===== src/rtl/cpu_step_controller_pkg.sv =====
// Shared types and constants for the CPU single-step / run controller.
package cpu_step_controller_pkg;

   localparam int unsigned DEBOUNCE_CYCLES_DEFAULT = 1_000_000;

   typedef enum logic [1:0] {
      ST_IDLE  = 2'd0,
      ST_STEP  = 2'd1,
      ST_BURST = 2'd2,
      ST_RUN   = 2'd3
   } state_e;

   function automatic logic bp_match(input logic en, input logic [31:0] pc, input logic [31:0] bp);
      return en & (pc == bp);
   endfunction

endpackage


===== src/rtl/cpu_step_controller_button_debouncer.sv =====
// Synchronizer, run-length debouncer and rising-edge press detector for one button.
module button_debouncer
   import cpu_step_controller_pkg::*;
#(
   parameter int unsigned DEBOUNCE_CYCLES = DEBOUNCE_CYCLES_DEFAULT
) (
   input  logic clk,
   input  logic rst,
   input  logic btn_raw,
   output logic press
);

   localparam int unsigned CW = $clog2(DEBOUNCE_CYCLES + 1);
   localparam logic [CW-1:0] CNT_MAX = CW'(DEBOUNCE_CYCLES);

   logic [1:0]    sync_q, sync_d;
   logic [1:0]    fill_q, fill_d;
   logic          last_q, last_d;
   logic [CW-1:0] cnt_q, cnt_d;
   logic          level_q, level_d;
   logic          armed_q, armed_d;
   logic          press_q, press_d;

   // Sampling register bank for synchronizer, debounce state and press pulse.
   always_ff @(posedge clk or posedge rst) begin
      if (rst) begin
         sync_q  <= 2'b00;
         fill_q  <= 2'b00;
         last_q  <= 1'b0;
         cnt_q   <= '0;
         level_q <= 1'b0;
         armed_q <= 1'b0;
         press_q <= 1'b0;
      end else begin
         sync_q  <= sync_d;
         fill_q  <= fill_d;
         last_q  <= last_d;
         cnt_q   <= cnt_d;
         level_q <= level_d;
         armed_q <= armed_d;
         press_q <= press_d;
      end
   end

   // Samples count only once the synchronizer holds real data; a press needs a
   // confirmed low level first, so a button held through reset stays silent.
   always_comb begin
      sync_d  = {sync_q[0], btn_raw};
      fill_d  = {fill_q[0], 1'b1};
      last_d  = last_q;
      cnt_d   = cnt_q;
      level_d = level_q;
      armed_d = armed_q;
      if (fill_q[1]) begin
         if (sync_q[1] != last_q) begin
            last_d = sync_q[1];
            cnt_d  = CW'(1);
         end else if (cnt_q != CNT_MAX) begin
            cnt_d = cnt_q + CW'(1);
         end else begin
            cnt_d = cnt_q;
         end
         if (cnt_d == CNT_MAX) begin
            level_d = last_d;
            armed_d = armed_q | ~last_d;
         end else begin
            level_d = level_q;
         end
      end else begin
         cnt_d = cnt_q;
      end
      press_d = armed_q & ~level_q & level_d;
   end

   assign press = press_q;

endmodule


===== src/rtl/cpu_step_controller.sv =====
// Debounced step/run front panel driving a CPU clock enable, with burst mode and a
// single address breakpoint.
module cpu_step_controller
   import cpu_step_controller_pkg::*;
#(
   parameter int unsigned DEBOUNCE_CYCLES = DEBOUNCE_CYCLES_DEFAULT
) (
   input  logic        clk,
   input  logic        rst,
   input  logic        btn_step,
   input  logic        btn_run,
   input  logic        mode_burst,
   input  logic [7:0]  sw_burst,
   input  logic [31:0] pc,
   input  logic [31:0] bp_addr,
   input  logic        bp_en,
   output logic        clk_en,
   output logic        halted,
   output logic        bp_hit,
   output logic [31:0] cycle_count
);

   state_e      state_q, state_d;
   logic [7:0]  rem_q, rem_d;
   logic        first_q, first_d;
   logic        bp_hit_q, bp_hit_d;
   logic [31:0] cnt_q, cnt_d;
   logic        step_press_s, run_press_s, bp_stop_s, clk_en_s;

   button_debouncer #(.DEBOUNCE_CYCLES(DEBOUNCE_CYCLES)) u_deb_step (
      .clk(clk), .rst(rst), .btn_raw(btn_step), .press(step_press_s)
   );

   button_debouncer #(.DEBOUNCE_CYCLES(DEBOUNCE_CYCLES)) u_deb_run (
      .clk(clk), .rst(rst), .btn_raw(btn_run), .press(run_press_s)
   );

   // The first cycle after leaving IDLE never stops on the breakpoint, so a CPU
   // parked on the breakpoint address can be resumed.
   assign bp_stop_s = ~first_q & bp_match(bp_en, pc, bp_addr);

   // State register.
   always_ff @(posedge clk or posedge rst) begin
      if (rst) begin
         state_q  <= ST_IDLE;
         rem_q    <= 8'd0;
         first_q  <= 1'b0;
         bp_hit_q <= 1'b0;
         cnt_q    <= 32'd0;
      end else begin
         state_q  <= state_d;
         rem_q    <= rem_d;
         first_q  <= first_d;
         bp_hit_q <= bp_hit_d;
         cnt_q    <= cnt_d;
      end
   end

   // Next-state logic.
   always_comb begin
      state_d  = state_q;
      rem_d    = rem_q;
      first_d  = 1'b0;
      bp_hit_d = bp_hit_q;
      if (clk_en_s) begin
         cnt_d = cnt_q + 32'd1;
      end else begin
         cnt_d = cnt_q;
      end
      case (state_q)
         ST_IDLE: begin
            if (run_press_s) begin
               state_d  = ST_RUN;
               first_d  = 1'b1;
               bp_hit_d = 1'b0;
            end else if (step_press_s) begin
               bp_hit_d = 1'b0;
               if (mode_burst && (sw_burst >= 8'd2)) begin
                  state_d = ST_BURST;
                  rem_d   = sw_burst;
                  first_d = 1'b1;
               end else begin
                  state_d = ST_STEP;
               end
            end else begin
               state_d = ST_IDLE;
            end
         end
         ST_STEP: begin
            state_d = ST_IDLE;
         end
         ST_BURST: begin
            if (run_press_s) begin
               state_d = ST_IDLE;
               rem_d   = 8'd0;
            end else if (bp_stop_s) begin
               state_d  = ST_IDLE;
               rem_d    = 8'd0;
               bp_hit_d = 1'b1;
            end else if (rem_q == 8'd1) begin
               state_d = ST_IDLE;
               rem_d   = 8'd0;
            end else begin
               rem_d = rem_q - 8'd1;
            end
         end
         ST_RUN: begin
            if (run_press_s) begin
               state_d = ST_IDLE;
            end else if (bp_stop_s) begin
               state_d  = ST_IDLE;
               bp_hit_d = 1'b1;
            end else begin
               state_d = ST_RUN;
            end
         end
         default: begin
            state_d = ST_IDLE;
            rem_d   = 8'd0;
         end
      endcase
   end

   // Output logic.
   always_comb begin
      case (state_q)
         ST_IDLE:          clk_en_s = 1'b0;
         ST_STEP:          clk_en_s = 1'b1;
         ST_BURST, ST_RUN: clk_en_s = ~run_press_s & ~bp_stop_s;
         default:          clk_en_s = 1'b0;
      endcase
   end

   assign clk_en      = clk_en_s;
   assign halted      = (state_q == ST_IDLE);
   assign bp_hit      = bp_hit_q;
   assign cycle_count = cnt_q;

endmodule


===== config.mk =====
export PLATFORM = sky130hd
export DESIGN_NAME = cpu_step_controller
export DESIGN_NICKNAME = d
export VERILOG_FILES = /design/src/rtl/cpu_step_controller_pkg.sv /design/src/rtl/cpu_step_controller_button_debouncer.sv /design/src/rtl/cpu_step_controller.sv
export SDC_FILE = /design/constraint.sdc
export NUM_CORES = 1
export LEC_CHECK = 0
export CORE_MARGIN = 2
export CORE_UTILIZATION = 53
export CTS_CLUSTER_SIZE = 25
export DETAILED_ROUTE_END_ITERATION = 16
export MAX_ROUTING_LAYER = met4
export PLACE_DENSITY = 0.79
export SETUP_SLACK_MARGIN = 0.1
export SLEW_MARGIN = 20
export SYNTH_ARGS = -nofsm -noshare
export SYNTH_HDL_FRONTEND = slang
export SYNTH_SLANG_ARGS = --single-unit

===== constraint.sdc =====
create_clock -name clk -period 4.16 [get_ports clk]
set_input_delay 0.624 -clock clk [delete_from_list [all_inputs] [get_ports clk]]
set_output_delay 0.624 -clock clk [all_outputs]
set_load 0.01 [all_outputs]

==> flow_summary.rst <==
.. list-table::
   :header-rows: 1

   * - Metric
     - Value
   * - Outcome
     - complete, no violations
   * - Cell types with the largest area share after synthesis
     - sky130_fd_sc_hd__dfrtp_1, sky130_fd_sc_hd__xnor2_1, sky130_fd_sc_hd__nand2_1
   * - RePlAce Congestion
     - just over 0.9
   * - Maximum root-to-sink buffer count
     - 2
   * - Async set-or-reset flop fraction in the synthesized netlist
     - 100%
   * - Number of maximum-capacitance constraint violations
     - 0
   * - Predominant post-synthesis flop cell
     - sky130_fd_sc_hd__dfrtp_1
   * - Mean Syn Cell Area
     - a little under 9 µm²
   * - WL per Instance
     - about 16 µm
   * - Clock latency of the later-clocked register in the worst-skew pair
     - between 0.3 and 0.4 ns
   * - Diode count
     - 0
   * - Netlist cell types
     - 61
   * - Register area share after synthesis
     - approximately two fifths
   * - Share of the cycle needed by the critical path after routing
     - between 80 and 90%
   * - Fraction of layout cells with a size suffix above 1
     - under 10%
   * - Final design utilization
     - between 60 and 70%
   * - Number of pins exceeding their max-slew limit in the final report
     - 0
   * - Critical Path Start Type
     - primary input
   * - DRT antenna net count
     - 0
   * - CTS tree
     - yes
   * - Fraction of synthesized cell area taken by the top area cell type
     - 41.5%
   * - Remaining DRCs
     - 0
   * - Synthesized instance count
     - 660
   * - Number of gates given a new drive strength after cts
     - 0
   * - Die width
     - ~110 µm
   * - Half-perimeter wire length after placement
     - 10700 µm
   * - Final-report setup violation count
     - 0
   * - Final critical delay including setup and external delays
     - 3.50 ns
   * - Vias
     - 5377
   * - Type of the setup path with the least slack
     - in -> out
   * - Number of H-tree branching levels
     - 3
   * - Register bit total from synthesis
     - just under 100
   * - Slew margin rel.
     - between 50 and 60%
   * - Chip Height
     - roughly 110 µm
   * - Sum of negative setup slack
     - 0 ns
   * - Post-CTS clock slew at the launch and capture registers of the worst setup and hold paths
     - roughly 0.090 ns
   * - Worst hold slack across all endpoints
     - 0.365 ns
   * - Maximum number of pins on one net before global-route repair
     - 59
   * - Largest voltage drop on the vdd net
     - about 210 µV
   * - Overflow left after global routing
     - 0
   * - Warnings, synthesis
     - 0
   * - RSZ-0062 raised after global routing
     - no
   * - Area growth syn-to-layout
     - 23.6%
   * - Cell type with the largest total area after synthesis
     - sky130_fd_sc_hd__dfrtp_1
   * - Summed area of non-filler cells in the final layout
     - ~0.0073 mm²
   * - Post-route clock skew
     - around 0.0065 ns
   * - Post-synthesis net count
     - 749
   * - Fin. Hold Viols
     - 0
   * - Vias in the first global route
     - 5080
   * - Max Fanout on Critical Path
     - 6
   * - Cell area after synthesis
     - slightly below 0.006 mm²
   * - Number of buffers created by CTS
     - 9
   * - Via/cell ratio
     - 5.98
   * - NumNets Final
     - 843
   * - Number of buffers inserted by port buffering
     - about 110
   * - Setup WS pre-CTS
     - 0.626 ns
   * - Power Density
     - about 300 mW/mm²
   * - Clock sink total
     - 98
   * - Number of buffers added to fix hold violations after cts
     - 0
   * - Core area
     - 0.0108 mm²
   * - Standby leakage power
     - roughly 2.9 nW
   * - Root Driver
     - sky130_fd_sc_hd__clkbuf_8
   * - Hold crit path type
     - reg -> reg
   * - Number of DRC markers in iteration 0
     - roughly 280
   * - I/O pins
     - 113
   * - Post-Route WL
     - roughly 15000 µm
   * - Effective utilization at floorplan
     - a little over half
   * - GRT Total Usage
     - between 20% and 30%
   * - Arrival @ worst endpoint
     - around 2.9 ns
   * - Number of enable-type register cells in the synthesized netlist
     - 0
   * - First-pass GRT wire length
     - between 20000 and 25000 µm
   * - Rows
     - 38
   * - DIE AREA
     - between 0.01 and 0.015 mm²
   * - Setup crit end kind
     - output pin
   * - Initial antenna violation count
     - 0
   * - Crit path setup slack, layout
     - 0.656 ns
   * - Data required time at the worst endpoint
     - around 3.5 ns
   * - Buffers inserted during post-CTS setup optimization
     - 0
   * - Worst-Margin Slew
     - just over 0.7 ns
   * - 1st-pass router iterations
     - 5
   * - Total placed instance area
     - just over 0.007 mm²
   * - Max Clk Rate
     - approximately 290 MHz
==> Yosys cell counts, types with 12 or more instances <==
cell                       instances
sky130_fd_sc_hd__nand2_1         101
sky130_fd_sc_hd__dfrtp_1          98
sky130_fd_sc_hd__xnor2_1          68
sky130_fd_sc_hd__o21ai_0          36
sky130_fd_sc_hd__nand4_1          33
sky130_fd_sc_hd__nor2_1           33
sky130_fd_sc_hd__nand3_1          28
sky130_fd_sc_hd__o31ai_1          24
sky130_fd_sc_hd__clkbuf_1         23
sky130_fd_sc_hd__inv_1            22
sky130_fd_sc_hd__a21oi_1          20
sky130_fd_sc_hd__nor3_1           17
sky130_fd_sc_hd__and3_1           12
sky130_fd_sc_hd__and4_1           12
sky130_fd_sc_hd__xor2_1           12
==> power by group <==
| group | switching, W | internal, W | leakage, nW | total, W |
|---|---|---|---|---|
| registers | 0.0000705 | 0.000999 | 1.30 | 0.00107 |
| logic | 0.000258 | 0.000220 | 1.54 | 0.000478 |
| clock network | 0.000355 | 0.000287 | 0.103 | 0.000642 |
==> cells by family after synthesis <==
logic type	count (synthesis)	synth area share [%]
other cells	1	0.0635
buf+inv	58	4.05
flops	98	41.5
xor+xnor	80	11.9
compound gates	124	13.9
fa+ha+maj	11	2.33
simple gates	280	24.9
mux	8	1.40
==> routing by layer <==
layer  up-vias  share of wire (%)  global-route usage, %  wire length (µm)
met2       206                 48                   43.2              7120
met5         -                  0                      -                 0
li1       2542                  -                      -                 -
met4         0                1.6                   8.59               238
met3        22                8.1                   4.33              1190
met1      2607                 42                   31.1              6160
==> placed cells by master, fill, tap and decap left out, drive strengths merged, types with 18 or more instances in the layout <==
master	netlist	layout
inv	22	25
nand2	101	101
nor2	33	33
a21oi	20	20
xnor2	68	68
dfrtp	98	98
clkdlybuf4s50	0	112
nor3	18	18
o31ai	24	24
nand3	28	28
o21ai	36	36
nand4	34	34
==> stage by stage <==
step                      instances  power [W]
final                           899    0.00219
after global routing            899    0.00231
after CTS                       899    0.00220
after detailed placement        883    0.00156
after global placement          883    0.00154
after floorplan                 660    0.00139
==> layout make-up <==
cell class | instances | area, µm²
fillers | 852 | 3540
multi-input cells | 504 | 3220
flip-flops and latches | 98 | 2450
repair buffers | 118 | 1170
well taps | 140 | 175
clock buffers | 10 | 128
inverters | 23 | 88.8
clock inverters | 6 | 72.6
==> registers in the layout (all words and copies together) (netlist names), 2 cells and up <==
signal,count
state_q,2
u_deb_run.cnt_q,20
u_deb_run.sync_q,2
rem_q,8
u_deb_run.fill_q,2
u_deb_step.cnt_q,20
cycle_count,32
u_deb_step.sync_q,2
==> critical path: stages <==
cell and delay [ns]:
sky130_fd_sc_hd__clkdlybuf4s50_1 0.42, sky130_fd_sc_hd__xnor2_1 0.20, sky130_fd_sc_hd__nand4_1 0.12, sky130_fd_sc_hd__nor4_1 0.50, sky130_fd_sc_hd__and4_1 0.35, sky130_fd_sc_hd__nor2_1 0.14
sky130_fd_sc_hd__clkdlybuf4s50_1 0.51
==> final timing paths <==
path                            slack, ns                   to  cells past startpoint                start
worst max-delay path                 0.66               clk_en                      7           bp_addr[1]
worst min-delay path                 0.36  u_deb_run.fill_q[1]                      0  u_deb_run.fill_q[0]
worst max register to register       1.26     u_deb_step.press                      8  u_deb_step.cnt_q[0]
worst min register to register       0.36  u_deb_run.fill_q[1]                      0  u_deb_run.fill_q[0]
max in group asynchronous            2.65      cycle_count[27]                      3                  rst
min in group asynchronous            0.72             rem_q[2]                      2                  rst
No activity file was read; power rests on OpenSTA's default activity.
